<file path="config.mk">
export PLATFORM = sky130hd
export DESIGN_NAME = adder_share_arbiter
export DESIGN_NICKNAME = d
export VERILOG_FILES = /design/src/rtl/adder_share_arbiter.sv
export SDC_FILE = /design/constraint.sdc
export NUM_CORES = 1
export LEC_CHECK = 0
export ABC_AREA = 1
export BUFFER_PORTS_ARGS = -buffer_cell sky130_fd_sc_hd__clkbuf_2
export CORE_MARGIN = 4
export CORE_UTILIZATION = 35
export CTS_CLUSTER_SIZE = 8
export DETAILED_ROUTE_END_ITERATION = 8
export PLACE_DENSITY = 0.68
export SKIP_CTS_REPAIR_TIMING = 1
export SYNTH_ARGS = -nofsm -noshare
export SYNTH_HDL_FRONTEND = slang
export SYNTH_SLANG_ARGS = --single-unit
</file>
<file path="constraint.sdc">
create_clock -name clk -period 3.29 [get_ports clk]
set_clock_uncertainty 0.05 [all_clocks]
set_input_delay 0.329 -clock clk [delete_from_list [all_inputs] [get_ports clk]]
set_output_delay 0.329 -clock clk [all_outputs]
set_load 0.02 [all_outputs]
</file>
<file path="src/rtl/adder_share_arbiter.sv">
// ---------------------------------------------------------------------------
// adder_share_arbiter
//
// Shares one external combinational W-bit adder (sum + carry-out) between two
// requesters. A round-robin arbiter picks a requester, its operand pair is
// staged into registers that drive the shared adder, and the adder result is
// captured one cycle later and presented on a valid/ready response port along
// with the ID of the requester that owns it.
//
// Optional feature (macro ADDER_ARB_STATS_EN):
//   When defined, per-requester saturating grant counters are added and exposed
//   on grant_cnt0 / grant_cnt1. When undefined, those ports and counters are
//   absent and all other behaviour is identical.
//
// Parameters
//   W       operand / sum width in bits
//   CNT_W   grant-counter width (only used with ADDER_ARB_STATS_EN)
//
// Ports
//   clk, rst_n                  clock (rising edge), async active-low reset
//   req0_valid/ready/a/b        requester 0 operand handshake
//   req1_valid/ready/a/b        requester 1 operand handshake
//   add_a, add_b                registered operands to the shared adder
//   add_sum, add_cout           combinational result from the shared adder
//   rsp_valid/ready             result handshake towards the consumer
//   rsp_sum, rsp_cout, rsp_id   captured result and owning requester
//   grant_cnt0, grant_cnt1      saturating grant counters (stats build only)
// ---------------------------------------------------------------------------
module adder_share_arbiter #(
    parameter int W     = 4,
    parameter int CNT_W = 8
) (
    input  logic             clk,
    input  logic             rst_n,
    input  logic             req0_valid,
    output logic             req0_ready,
    input  logic [W-1:0]     req0_a,
    input  logic [W-1:0]     req0_b,
    input  logic             req1_valid,
    output logic             req1_ready,
    input  logic [W-1:0]     req1_a,
    input  logic [W-1:0]     req1_b,
    output logic [W-1:0]     add_a,
    output logic [W-1:0]     add_b,
    input  logic [W-1:0]     add_sum,
    input  logic             add_cout,
    output logic             rsp_valid,
    input  logic             rsp_ready,
    output logic [W-1:0]     rsp_sum,
    output logic             rsp_cout,
    output logic             rsp_id
`ifdef ADDER_ARB_STATS_EN
    ,
    output logic [CNT_W-1:0] grant_cnt0,
    output logic [CNT_W-1:0] grant_cnt1
`endif
);

    typedef enum logic [1:0] {
        IDLE  = 2'd0,
        ISSUE = 2'd1,
        DONE  = 2'd2
    } state_t;

    state_t state;
    logic   last;      // requester granted most recently
    logic   id_p0;     // owner of the operands currently on add_a/add_b

    logic accept_win;
    logic grant0;
    logic grant1;
    logic accept;

    // A new pair may be taken when idle, or when the held result drains in the
    // same cycle so back-to-back operations cost only two cycles each.
    assign accept_win = (state == IDLE) || ((state == DONE) && rsp_ready);

    // Round-robin: a lone requester always wins; on contention the one that
    // did not win last time goes. last resets to 1 so req0 wins first.
    assign grant0 = req0_valid && (!req1_valid || last);
    assign grant1 = req1_valid && (!req0_valid || !last);

    assign req0_ready = accept_win && grant0;
    assign req1_ready = accept_win && grant1;
    assign accept     = req0_ready || req1_ready;

    assign rsp_valid  = (state == DONE);

    // Operand staging -> adder -> result capture
    always_ff @(posedge clk or negedge rst_n) begin
        if (!rst_n) begin
            state    <= IDLE;
            last     <= 1'b1;
            id_p0    <= 1'b0;
            add_a    <= '0;
            add_b    <= '0;
            rsp_sum  <= '0;
            rsp_cout <= 1'b0;
            rsp_id   <= 1'b0;
        end else begin
            case (state)
                IDLE, DONE: begin
                    if (accept) begin
                        add_a <= req1_ready ? req1_a : req0_a;
                        add_b <= req1_ready ? req1_b : req0_b;
                        id_p0 <= req1_ready;
                        last  <= req1_ready;
                        state <= ISSUE;
                    end else if (state == DONE && rsp_ready) begin
                        state <= IDLE;
                    end
                end
                ISSUE: begin
                    // add_a/add_b have been stable for a full cycle, so the
                    // external adder output is settled here.
                    rsp_sum  <= add_sum;
                    rsp_cout <= add_cout;
                    rsp_id   <= id_p0;
                    state    <= DONE;
                end
                default: begin
                    state <= IDLE;
                end
            endcase
        end
    end

`ifdef ADDER_ARB_STATS_EN
    function automatic logic [CNT_W-1:0] sat_inc(input logic [CNT_W-1:0] v);
        return (&v) ? v : v + CNT_W'(1);
    endfunction

    always_ff @(posedge clk or negedge rst_n) begin
        if (!rst_n) begin
            grant_cnt0 <= '0;
            grant_cnt1 <= '0;
        end else begin
            if (req0_ready) grant_cnt0 <= sat_inc(grant_cnt0);
            if (req1_ready) grant_cnt1 <= sat_inc(grant_cnt1);
        end
    end
`endif

endmodule

</file>
==> flow_summary_export.csv, run 1 <==
group,metric,value,unit
timing,fmax,550,MHz
timing,tightest_slew,0.435,ns
timing,fin_crit_sh,55.2,%
global_route,globalRouteTotalUtil,13.4,%
clocking,root_buffer,"clkbuf_4",
route,dr.first_iter.drc_count,18,
synth,yosysWarnings,0,
critical_path,critPathKind,"register to output port",
status,violations,"DRC",
critical_path,path_delay_family,"flip-flops",
min_path,whs_endpoint,"rsp_cout",
place,port_buffers,42,
route,via_per_inst,4.49,
timing,finalCriticalPeriod,1.82,ns
route,totalWireLength,2070,um
critical_path,crit_cells,5,
power_and_ir_drop,vdd_drop_max,0.418,mV
place,gp_congestion,0.761,
timing,maxSlewViolCount,0,
run,cap_violations,0,
clocking,cts_made_buffers,3,
synth,ys_types,17,
route,ant_nets,0,
final_layout,nets,169,
final_layout,drive_above_1_share,44.4,%
timing,rsz0062_at_grt,"false",
final_layout,n_fill_cell,247,
clocking,cts.sink_count,18,
critical_path,crit_required,2.91,ns
clocking,clk_path_buf_depth,2,
min_path,holdPathStages,2,
min_path,min_from,"add_cout",
clocking,cts_tree,"yes",
critical_path,timing.rr.end,"add_b[0]",
global_route,grt_max_degree,19,
synth,synth-xor-area-share,0,%
timing,worst_slew_margin_rel,71.0,%
final_layout,final_util,48.2,%
floorplan,design.core.area,2450,um^2
final_layout,layoutNonFillerInstCount,172,
status,status,"complete, but fails checks",
floorplan,core.rowCount,18,
global_route,grt_pass1_vias,776,
critical_path,cp_max_fo,10,
synth,syn_inst,96,
power_and_ir_drop,p_total,0.00111,W
route,drc,2,
route,first_pass_iters,7,
place,dp_hpwl,1640,um
floorplan,start_util,36.4,%
final_layout,mostFrequentLayoutCell,"clkbuf_2",
critical_path,worst-r2r-cell-count,5,
critical_path,critical-path-max-stage-delay,0.55,ns
critical_path,start_kind,"register",
synth,yosysSeqAreaShare,50.6,%
global_route,antenna_found_initial,0,
synth,synthMuxAreaShare,6.30,%
synth,synth-seq-cells,18,
clocking,clk_pin_slew,0.10,ns
synth,synth_compound_area_share,9.66,%
timing,finalSetupViolCount,0,
power_and_ir_drop,p_per_area,935,nW/um^2
synth,synth-adder-area-share,0,%
floorplan,ios,43,
critical_path,reg2reg_slack,1.95,ns
critical_path,critPathSlowestCell,"dfstp_2",
power_and_ir_drop,leakagePower,0.669,nW
critical_path,worstReg2RegStart,"last",
final_layout,area_delta_synth_final,32.4,%
clocking,ctsHtreeMaxLevel,1,
min_path,hold_path.class,"input pin to register",
timing,final.setup.tns,0,ns
route,wl_per_cell,12.0,um
critical_path,cp_data_arrival_time,1.44,ns
place,placed_cells,167,
critical_path,endpoint_kind,"output port",
timing,finalHoldViolations,0,
route,via_count,773,
global_route,grt-ovfl-total,0,
synth,yosys.area_share.simple,26.6,%
synth,syn-mean-instance-area,9.31,um^2
global_route,grt_pass1_wl,3480,um
final_layout,layout_common_cells,"42 x clkbuf_2, 21 x nand2_1, 17 x dfrtp_1",
critical_path,path_cells,"inv_1, a21boi_2, nand2_4, inv_2, clkbuf_2",
floorplan,dieArea,3420,um^2
critical_path,worst-path-buf-inv,3,
synth,synth_top_family_by_area,"simple AND/OR/NAND/NOR gates",
synth,synth_area,893,um^2
synth,syn_nets,122,
final_layout,antenna_cells,0,
floorplan,die_h,58.5,um
clocking,insertion_delay,0.30,ns
floorplan,fp.dieW,58.5,um
==> state kept, by name, indices dropped and copies added, names as in the netlist <==
| register | cells |
|---|---|
| rsp_cout | 1 |
| add_a | 4 |
| last | 1 |
| rsp_id | 1 |
| state | 2 |
| rsp_sum | 4 |
| add_b | 4 |
| id_p0 | 1 |
==> area by class of cell <==
cell class | count | area (um^2) | area share (%)
Sequential cell | 18 | 452 | 38.2
Multi-Input combinational cell | 62 | 380 | 32.2
Timing Repair Buffer | 43 | 220 | 18.6
Inverter | 15 | 56.3 | 4.76
Tap cell | 30 | 37.5 | 3.17
Clock buffer | 4 | 36.3 | 3.07
==> worst reg2reg max path: cells and delay by family, from the launching register on <==
family / cells / cell delay (ns)
AND/OR/NAND/NOR: 5 / 0.65
flip-flops: 1 / 0.55
==> stage by stage <==
stage | setup slack (ns) | instance area, um^2 | hold WS (ns)
CTS | 1.46 | 1170 | -0.0813
finish | 1.47 | 1180 | 0.217
floorplan | 1.97 | 893 | -0.0166
global placement | 1.84 | 1140 | 0.236
detailed placement | 1.80 | 1140 | 0.246
global route | 1.39 | 1180 | 0.199
==> synthesized netlist by cell type (all sizes together) <==
cell type / count / share of area [%]
a21boi: 1 / 1.3
nand2: 26 / 15
inv: 15 / 6.3
buf: 1 / 0.56
nand3: 16 / 9.0
nand4: 1 / 1.4
o21bai: 8 / 6.7
mux2: 5 / 6.3
dfstp: 1 / 2.9
o21ai: 3 / 1.7
dfrtp: 17 / 48
nor2: 2 / 1.7
==> layer usage <==
layer,GRT usage (%),wire length [um],vias up
li1,-,-,402
met1,17.8,904,339
met2,20.3,984,30
met3,3.95,164,2
met4,5.96,13,0
met5,0,0,-
==> report_power, final <==
group	switching (W)	internal, W
combinational	0.000367	0.000201
clock	0.0000671	0.0000674
sequential	0.0000642	0.000339
==> cells by family after synthesis <==
logic type / count (synthesis)
buffers and inverters: 16
AOI/OAI and AO/OA: 12
and+or+nand+nor: 45
DFF: 18
muxes: 5
==> worst max-delay path by stage <==
stage	start	to	slack (ns)
floorplan	last	req0_ready	1.97
global placement	last	req0_ready	1.84
detailed placement	last	req0_ready	1.80
CTS	last	req0_ready	1.46
global route	last	req0_ready	1.39
finish	last	req0_ready	1.47
(Power assumes the default switching activity.)
==> run 2, diff against run 1 <==
- PLACE_DENSITY: 0.68 -> 0.71
- clock period: 3.29 -> 1.5 ns (I/O delays scaled with it)
==> flow_summary_export.csv, run 2 (synthesis results as in run 1) <==
group,metric,value,unit
critical_path,critPathSlowestCell,"dfstp_2",
route,wl_per_cell,12.1,um
critical_path,cp_max_fo,4,
critical_path,cp_data_arrival_time,1.31,ns
floorplan,dieArea,3420,um^2
route,drc,0,
status,status,"complete, but fails checks",
timing,maxSlewViolCount,0,
timing,finalWorstSetupSlack,-0.0148,ns
global_route,grt_max_degree,19,
clocking,insertion_delay,0.29,ns
min_path,hold_path.class,"input pin to register",
critical_path,start_kind,"register",
route,totalWireLength,2170,um
critical_path,endpoint_kind,"output port",
final_layout,area_delta_synth_final,39.2,%
critical_path,path_delay_family,"flip-flops",
final_layout,antenna_cells,0,
critical_path,critPathKind,"register to output port",
critical_path,crit_required,1.30,ns
clocking,cts_tree,"yes",
timing,fin_crit_sh,101,%
floorplan,start_util,36.4,%
route,first_pass_iters,4,
global_route,grt-ovfl-total,0,
final_layout,reg.largest.list,"add_a (4), add_b (4), rsp_sum (4)",
clocking,clk_pin_slew,0.10,ns
power_and_ir_drop,leakagePower,0.702,nW
route,via_count,825,
place,dp_hpwl,1620,um
critical_path,path_cells,"inv_2, a21boi_2, nand2_4, inv_4, buf_6",
power_and_ir_drop,p_total,0.00251,W
power_and_ir_drop,p_per_area,2020,nW/um^2
final_layout,nets,177,
route,via_per_inst,4.58,
global_route,antenna_found_initial,0,
timing,tightest_slew,0.441,ns
route,ant_nets,0,
timing,worst_slew_margin_rel,70.6,%
power_and_ir_drop,vdd_drop_max,0.981,mV
global_route,grt_pass1_wl,3360,um
clocking,cts.sink_count,18,
floorplan,ios,43,
final_layout,layout_common_cells,"40 x clkbuf_2, 21 x nand2_1, 17 x dfrtp_1",
floorplan,core.rowCount,18,
clocking,root_buffer,"clkbuf_4",
timing,finalCriticalPeriod,1.51,ns
place,gp_congestion,0.776,
clocking,cts_made_buffers,3,
clocking,clk_path_buf_depth,2,
timing,finalSetupViolCount,1,
final_layout,mostFrequentLayoutCell,"clkbuf_2",
global_route,grt_pass1_vias,815,
timing,fmax,660,MHz
timing,rsz0062_at_grt,"true",
route,dr.first_iter.drc_count,17,
global_route,globalRouteTotalUtil,12.5,%
floorplan,die_h,58.5,um
critical_path,worst-path-buf-inv,3,
timing,fin_hold_ws,0.0359,ns
floorplan,design.core.area,2450,um^2
final_layout,drive_above_1_share,47.3,%
place,port_buffers,42,
run,cap_violations,0,
clocking,ctsHtreeMaxLevel,1,
status,violations,"setup timing",
floorplan,fp.dieW,58.5,um
timing,finalHoldViolations,0,
place,dp_slack,0.185,ns
critical_path,critical-path-max-stage-delay,0.55,ns
run 2: cell count changes in the layout (fill, tap and decap cells not counted):
cell / delta
buf_4: +9
buf_6: +1
clkbuf_1: +1
clkbuf_2: -2
clkbuf_8: -1
inv_1: -1
inv_4: +1
run 2: routing by layer:
metal	track usage, %	wire [um]	up-vias	part of all wire (%)
li1	-	-	419	-
met1	15.1	861	375	40
met2	21.9	1130	29	52
met3	2.85	158	2	7.3
met4	3.97	17	0	0.78
met5	0	0	-	0
run 2: path summary, 6_finish.rpt:
kind | start | to | slack [ns] | cells past startpoint
worst max-delay path | last | req0_ready | -0.01 | 5
max in group asynchronous | rst_n | last | 0.78 | 2
worst min-delay path | add_sum[1] | rsp_sum[1] | 0.04 | 2
min in group asynchronous | rst_n | rsp_sum[1] | 0.28 | 2
worst max register to register | last | add_a[0] | 0.09 | 7
worst min register to register | last | last | 0.46 | 2
run 2: stage by stage:
| step | utilization [%] | instances | instance area (um^2) | setup TNS (ns) |
|---|---|---|---|---|
| after floorplan | - | 96 | 893 | 0 |
| after global placement | 46.3 | 167 | 1140 | 0 |
| after detailed placement | 46.3 | 167 | 1140 | 0 |
| after CTS | 47.3 | 171 | 1160 | -0.176 |
| after global routing | 50.7 | 180 | 1240 | -0.0782 |
| final | 50.7 | 180 | 1240 | -0.0148 |
run 2: cell type report:
type	count	area (um^2)
clock buffer	4	26.3
fill	234	1210
inverter	15	58.8
multi-input combinational	62	380
sequential	18	452
tap	30	37.5
timing repair buffer	51	289
run 2: power breakdown:
part           switching (W)  internal (W)  total, W  leakage [nW]
Combinational       0.000854      0.000531   0.00138         0.473
Sequential          0.000137      0.000742  0.000879         0.215
Clock               0.000144      0.000103  0.000248        0.0150
